<file path="src/rtl/otter_pkg.sv">
// Shared OTTER definitions: interrupt sequencer states and machine-mode CSR addresses.
// The CSR file imports the same address constants.
package otter_pkg;

  typedef enum logic [1:0] {
    IDLE = 2'd0,
    PEND = 2'd1,
    REQ  = 2'd2
  } intr_state_t;

  localparam logic [11:0] CSR_MSTATUS = 12'h300;
  localparam logic [11:0] CSR_MIE     = 12'h304;
  localparam logic [11:0] CSR_MTVEC   = 12'h305;
  localparam logic [11:0] CSR_MEPC    = 12'h341;

endpackage

</file>
<file path="src/rtl/otter_intr_ctrl_if.sv">
// Signals between the interrupt sequencer, the main control FSM and the CSR file.
// The master side is the control FSM/CSR file; the slave side is otter_intr_ctrl.
interface otter_intr_ctrl_if;
  logic        csr_mie;
  logic        csr_mstatus;
  logic [31:0] csr_mtvec;
  logic [31:0] csr_mepc;
  logic        instr_boundary;
  logic        mret_exec;
  logic        trap_ack;
  logic        trap_req;
  logic        int_taken;
  logic        int_ret;
  logic        pc_redirect;
  logic [31:0] pc_redirect_addr;

  modport master (
    output csr_mie, csr_mstatus, csr_mtvec, csr_mepc,
    output instr_boundary, mret_exec, trap_ack,
    input  trap_req, int_taken, int_ret, pc_redirect, pc_redirect_addr
  );

  modport slave (
    input  csr_mie, csr_mstatus, csr_mtvec, csr_mepc,
    input  instr_boundary, mret_exec, trap_ack,
    output trap_req, int_taken, int_ret, pc_redirect, pc_redirect_addr
  );
endinterface

</file>
<file path="src/rtl/otter_intr_ctrl_sync_edge_detect.sv">
// Multi-flop synchroniser for an asynchronous level input, followed by a
// one-cycle rising-edge pulse on the synchronised level.
module sync_edge_detect #(
  parameter int unsigned STAGES = 2
) (
  input  logic clk,
  input  logic rst,
  input  logic din,
  output logic rise
);

  // Fewer than two flops would not give metastability protection.
  localparam int unsigned N = (STAGES < 2) ? 2 : STAGES;

  logic [N-1:0] sync;
  logic         sync_d;

  always_ff @(posedge clk) begin
    if (rst) begin
      sync   <= '0;
      sync_d <= 1'b0;
    end else begin
      sync   <= {sync[N-2:0], din};
      sync_d <= sync[N-1];
    end
  end

  assign rise = sync[N-1] & ~sync_d;

endmodule

</file>
<file path="src/rtl/otter_intr_ctrl.sv">
// Interrupt sequencer for the multicycle OTTER core: latches external requests,
// raises a trap at an instruction boundary, and drives CSR strobes and PC redirect.
module otter_intr_ctrl #(
  parameter int unsigned SYNC_STAGES = 2,
  parameter int unsigned CNT_W       = 16
) (
  input  logic             clk,
  input  logic             rst,
  input  logic             irq_in,
  otter_intr_ctrl_if.slave bus,
  output logic             irq_pending,
  output logic [CNT_W-1:0] irq_count
);

  import otter_pkg::*;

  intr_state_t state, state_next;
  logic        irq_edge;
  logic        take;

  sync_edge_detect #(
    .STAGES (SYNC_STAGES)
  ) u_sync (
    .clk  (clk),
    .rst  (rst),
    .din  (irq_in),
    .rise (irq_edge)
  );

  assign take = (state == REQ) && bus.trap_ack;

  // Clearing wins over a same-cycle edge; an edge while pending is absorbed.
  always_ff @(posedge clk) begin
    if (rst) begin
      irq_pending <= 1'b0;
    end else if (take || !bus.csr_mie) begin
      irq_pending <= 1'b0;
    end else if (irq_edge) begin
      irq_pending <= 1'b1;
    end
  end

  always_ff @(posedge clk) begin
    if (rst) begin
      irq_count <= '0;
    end else if (take && (irq_count != '1)) begin
      irq_count <= irq_count + 1'b1;
    end
  end

  always_ff @(posedge clk) begin
    if (rst) state <= IDLE;
    else     state <= state_next;
  end

  // A trap_ack in REQ pre-empts a simultaneous mret; REQ ignores enable changes.
  always_comb begin
    state_next           = state;
    bus.trap_req         = 1'b0;
    bus.int_taken        = 1'b0;
    bus.int_ret          = 1'b0;
    bus.pc_redirect      = 1'b0;
    bus.pc_redirect_addr = '0;

    unique case (state)
      IDLE: begin
        if (irq_pending) state_next = PEND;
      end
      PEND: begin
        if (!irq_pending) begin
          state_next = IDLE;
        end else if (bus.instr_boundary && bus.csr_mie && bus.csr_mstatus) begin
          state_next = REQ;
        end
      end
      REQ: begin
        bus.trap_req = 1'b1;
        if (bus.trap_ack) state_next = IDLE;
      end
      default: state_next = IDLE;
    endcase

    if (take) begin
      bus.int_taken        = 1'b1;
      bus.pc_redirect      = 1'b1;
      bus.pc_redirect_addr = bus.csr_mtvec;
    end else if (bus.mret_exec) begin
      bus.int_ret          = 1'b1;
      bus.pc_redirect      = 1'b1;
      bus.pc_redirect_addr = bus.csr_mepc;
    end
  end

endmodule

</file>
<file path="src/flat_wrapper.sv">
// flat-port wrapper written by rule: the top's interface ports become plain ports
module otter_intr_ctrl_flat import otter_pkg::*;
#(
  parameter int unsigned SYNC_STAGES = 2,
  parameter int unsigned CNT_W       = 16
)
  (clk, rst, irq_in, irq_pending, irq_count, bus_csr_mie, bus_csr_mstatus, bus_csr_mtvec, bus_csr_mepc, bus_instr_boundary, bus_mret_exec, bus_trap_ack, bus_trap_req, bus_int_taken, bus_int_ret, bus_pc_redirect, bus_pc_redirect_addr);
  otter_intr_ctrl_if bus_i ();
  input  logic clk;
  input  logic rst;
  input  logic irq_in;
  output logic irq_pending;
  output logic [CNT_W-1:0] irq_count;
  input wire logic [$bits(bus_i.csr_mie)-1:0] bus_csr_mie;
  input wire logic [$bits(bus_i.csr_mstatus)-1:0] bus_csr_mstatus;
  input wire logic [$bits(bus_i.csr_mtvec)-1:0] bus_csr_mtvec;
  input wire logic [$bits(bus_i.csr_mepc)-1:0] bus_csr_mepc;
  input wire logic [$bits(bus_i.instr_boundary)-1:0] bus_instr_boundary;
  input wire logic [$bits(bus_i.mret_exec)-1:0] bus_mret_exec;
  input wire logic [$bits(bus_i.trap_ack)-1:0] bus_trap_ack;
  output wire logic [$bits(bus_i.trap_req)-1:0] bus_trap_req;
  output wire logic [$bits(bus_i.int_taken)-1:0] bus_int_taken;
  output wire logic [$bits(bus_i.int_ret)-1:0] bus_int_ret;
  output wire logic [$bits(bus_i.pc_redirect)-1:0] bus_pc_redirect;
  output wire logic [$bits(bus_i.pc_redirect_addr)-1:0] bus_pc_redirect_addr;
  assign bus_i.csr_mie = bus_csr_mie;
  assign bus_i.csr_mstatus = bus_csr_mstatus;
  assign bus_i.csr_mtvec = bus_csr_mtvec;
  assign bus_i.csr_mepc = bus_csr_mepc;
  assign bus_i.instr_boundary = bus_instr_boundary;
  assign bus_i.mret_exec = bus_mret_exec;
  assign bus_i.trap_ack = bus_trap_ack;
  assign bus_trap_req = bus_i.trap_req;
  assign bus_int_taken = bus_i.int_taken;
  assign bus_int_ret = bus_i.int_ret;
  assign bus_pc_redirect = bus_i.pc_redirect;
  assign bus_pc_redirect_addr = bus_i.pc_redirect_addr;
  otter_intr_ctrl #(.SYNC_STAGES(SYNC_STAGES), .CNT_W(CNT_W)) u_core (.clk(clk), .rst(rst), .irq_in(irq_in), .bus(bus_i), .irq_pending(irq_pending), .irq_count(irq_count));
endmodule
</file>
<file path="config.mk">
export PLATFORM = sky130hd
export DESIGN_NAME = otter_intr_ctrl_flat
export DESIGN_NICKNAME = d
export VERILOG_FILES = /design/src/rtl/otter_pkg.sv /design/src/rtl/otter_intr_ctrl_if.sv /design/src/rtl/otter_intr_ctrl_sync_edge_detect.sv /design/src/rtl/otter_intr_ctrl.sv /design/src/flat_wrapper.sv
export SDC_FILE = /design/constraint.sdc
export NUM_CORES = 1
export LEC_CHECK = 0
export ABC_AREA = 1
export BUFFER_PORTS_ARGS = -buffer_cell sky130_fd_sc_hd__clkbuf_2
export CORE_MARGIN = 10
export CORE_UTILIZATION = 41
export CTS_CLUSTER_DIAMETER = 200
export DETAILED_ROUTE_END_ITERATION = 10
export PLACE_DENSITY = 0.85
export RECOVER_POWER = 25
export SYNTH_ARGS = -nofsm -noshare
export SYNTH_HDL_FRONTEND = slang
export SYNTH_SLANG_ARGS = --single-unit
</file>
<file path="constraint.sdc">
create_clock -name clk -period 3.42 [get_ports clk]
set_input_delay 0 -clock clk [delete_from_list [all_inputs] [get_ports clk]]
set_output_delay 0 -clock clk [all_outputs]
set_load 0.01 [all_outputs]
</file>
==> flow_metrics.py <==
metrics = {
    "floorplan": {
        "die_x_um": 80.1,
        "io_pins": 125,
        "design.die.area_um2": 6420,
        "rows": 21,
        "die_y_um": 80.1,
        "core_area_um2": 3420,
        "initial_core_util": 0.434,
    },
    "timing": {
        "fin_crit_sh": 0.528,
        "setup_tns_ns": 0,
        "finalSetupViolCount": 0,
        "finClkSkew_ns": 0.00447,
        "slew_viol_final": 0,
        "rsz0062_at_grt": "false",
        "final-hold-violation-count": 0,
        "max_freq_ghz": 0.554,
        "hold_ws_ns": 0.0341,
        "worstMarginPinSlew_ns": 0.597,
        "maxSlewHeadroom": 0.601,
        "min_period_ns": 1.81,
    },
    "critical_path": {
        "critPathRequiredTime_ns": 3.42,
        "reg2reg_depth": 6,
        "reg2reg_slack_ns": 1.83,
        "reg2reg_from": "u_core.irq_count[0]$_SDFFE_PP0P_",
        "start_kind": "flop",
        "cp-end-kind": "output port",
        "worstPathMaxFanout": 36,
        "crit_type": "reg -> out",
        "crit_arrival_ns": 1.81,
        "r2r_end": "u_core.irq_count[6]$_SDFFE_PP0P_",
    },
    "clocking": {
        "cts_buffers": 3,
        "cts.repair.resized": 0,
        "cts_hold_buf": 4,
        "clk_path_buf_depth": 2,
        "htreeDepth": 1,
        "cts.sinks": 22,
        "post-cts-setup-buffers": 0,
        "clock_latency_ns": 0.31,
        "cts_tree": "done",
        "clockRootBuffer": "clkbuf_4",
        "clk_pin_slew_worst_paths_ns": 0.12,
    },
    "routing": {
        "wire_per_inst_um": 15.7,
        "ant_nets": 0,
        "viasPerCell": 5.03,
        "dr.pass1.iters": 6,
        "routed-via-count": 1906,
        "drc": 0,
        "wirelength_um": 5960,
        "drt_iter0_drc": 53,
    },
    "layout": {
        "multi_input_area_um2": 906,
        "nFillCells": 318,
        "stdcell_area_um2": 2160,
        "num_antenna_cells": 0,
        "layout-drive-gt1-share": 0.375,
        "register_area_um2": 440,
        "fin_nets": 407,
        "layout_commonest_cell": "clkbuf_2",
        "post-route-util": 0.631,
        "area_growth_pct": 45.5,
        "final_cell_mix": "clkbuf_2, nor2_1, nand2_1",
    },
    "grt": {
        "grt_pass1_wl_um": 8780,
        "use_met2": 0.307,
        "grt_overflow_total": 0,
        "first_global_vias": 1690,
        "antenna_found_initial": 0,
        "grt_start_max_net_pins": 37,
        "grt.total_usage": 0.166,
        "grt-busiest-layer": "met2",
        "grt_use_met1": 0.172,
        "use_met3": 0.0434,
    },
    "placed_design": {
        "io_buffers": 124,
        "dpl_cell_area_um2": 2100,
        "finalWeightedCongestion": 0.919,
        "post-dp-hpwl_um": 5070,
    },
    "status": {
        "status": "finished clean",
    },
    "flow_run": {
        "max_cap_viol_count": 0,
    },
    "power": {
        "p_int_mw": 0.385,
        "p_clk_frac": 0.276,
        "p_leak_nw": 1.11,
        "swShare": 0.258,
        "seqPwrFrac": 0.499,
        "power.share.combinational": 0.226,
        "vdd_drop_max_v": 0.000244,
        "power.switching_mw": 0.134,
        "powerDensity_nw_per_um2": 241,
    },
    "yosys": {
        "syn_avg_cell_area_um2": 7.05,
        "syn-cell-area_um2": 1480,
        "yosysSeqAreaShare": 0.297,
        "synth.distinct_cells": 25,
        "synth_area_leaders": "dfxtp_1, a22o_1, nor2_1",
        "synth_cells": 210,
        "synth_top_cell_area_share": 0.297,
        "ys_ff_latch": 22,
        "synth_area_leader_cell": "dfxtp_1",
        "synth_warnings": 0,
        "synth_nets": 283,
    },
    "hold_path": {
        "hold_start": "bus_trap_ack",
        "hold_class": "in -> reg",
        "hold_path_end": "u_core.state[1]$_SDFFE_PP0P_",
        "hold_depth": 4,
    },
}
power by group through the flow:
| stage | Sequential, mW | Combinational [mW] | Clock [mW] |
|---|---|---|---|
| after floorplan | 0.264 | 0.0458 | 0 |
| after global routing | 0.259 | 0.127 | 0.161 |
| after global placement | 0.264 | 0.113 | 0 |
| final | 0.259 | 0.117 | 0.143 |
| after CTS | 0.259 | 0.119 | 0.146 |
| after detailed placement | 0.264 | 0.115 | 0 |
logic make-up after synthesis:
group | after synthesis | synth area share
AO/OA/AOI/OAI | 48 | 0.248
adder cells (fa/ha/maj) | 1 | 0.00844
buffers and inverters | 29 | 0.0912
flip-flops | 22 | 0.297
AND/OR/NAND/NOR | 110 | 0.355
cell type report:
type	instances	share of cell area
multi-input combinational	159	0.420
timing repair buffer	128	0.297
sequential	22	0.204
inverter	20	0.0348
tap	46	0.0267
clock buffer	4	0.0168
worst max path at each step:
stage          slack, ns                             start                           endpoint  cells past startpoint
6_report            1.61      u_core.state[0]$_SDFFE_PP0P_            bus_pc_redirect_addr[1]                      5
5_1_grt             1.49      u_core.state[0]$_SDFFE_PP0P_            bus_pc_redirect_addr[5]                      5
4_1_cts             1.63      u_core.state[0]$_SDFFE_PP0P_            bus_pc_redirect_addr[1]                      5
3_5_place_dp        1.83  u_core.irq_count[0]$_SDFFE_PP0P_   u_core.irq_count[9]$_SDFFE_PP0P_                      6
3_3_place_gp        1.90  u_core.irq_count[0]$_SDFFE_PP0P_  u_core.irq_count[14]$_SDFFE_PP0P_                      6
2_1_floorplan       2.00  u_core.irq_count[0]$_SDFFE_PP0P_  u_core.irq_count[10]$_SDFFE_PP0P_                      7
cell usage after synthesis:
master	count
nand2_1	37
buf_2	6
or2_2	1
and2_1	2
a21oi_1	13
clkbuf_4	1
nor2_4	4
nor2_1	42
nand3_2	2
clkinv_1	1
nand4_1	1
buf_6	2
nor2_2	2
o21ai_0	1
dfxtp_1	22
nor4_1	2
nand3_1	15
nand3_4	1
nand4_4	1
ha_1	1
a22o_1	32
a31oi_1	1
inv_1	17
o2111a_1	1
inv_2	2
critical path, cell delays in order, from the launching register on:
cell and delay [ns]:
dfxtp_1 0.32, inv_1 0.13, nand3_4 0.15, inv_2 0.48, a22o_1 0.25, clkbuf_2 0.16
routing by layer:
metal | wire, um | vias up | share of wire
li1 | - | 970 | -
met1 | 2200 | 844 | 0.37
met2 | 3010 | 82 | 0.51
met3 | 544 | 10 | 0.091
met4 | 203 | 0 | 0.034
met5 | 0 | - | 0
stage by stage:
step | cells | worst slack, ns | power, mW
4_1_cts | 379 | 1.63 | 0.523
3_5_place_dp | 371 | 1.83 | 0.379
2_1_floorplan | 210 | 2.00 | 0.310
6_report | 379 | 1.61 | 0.519
3_3_place_gp | 371 | 1.90 | 0.377
5_1_grt | 379 | 1.49 | 0.547
state kept, by name, indices dropped and copies added, names as in the netlist:
register / flops
u_core.u_sync.sync: 2
u_core.state: 2
u_core.u_sync.sync_d: 1
u_core.irq_count: 16
u_core.irq_pending: 1
Power figures use the tool's default switching activity.
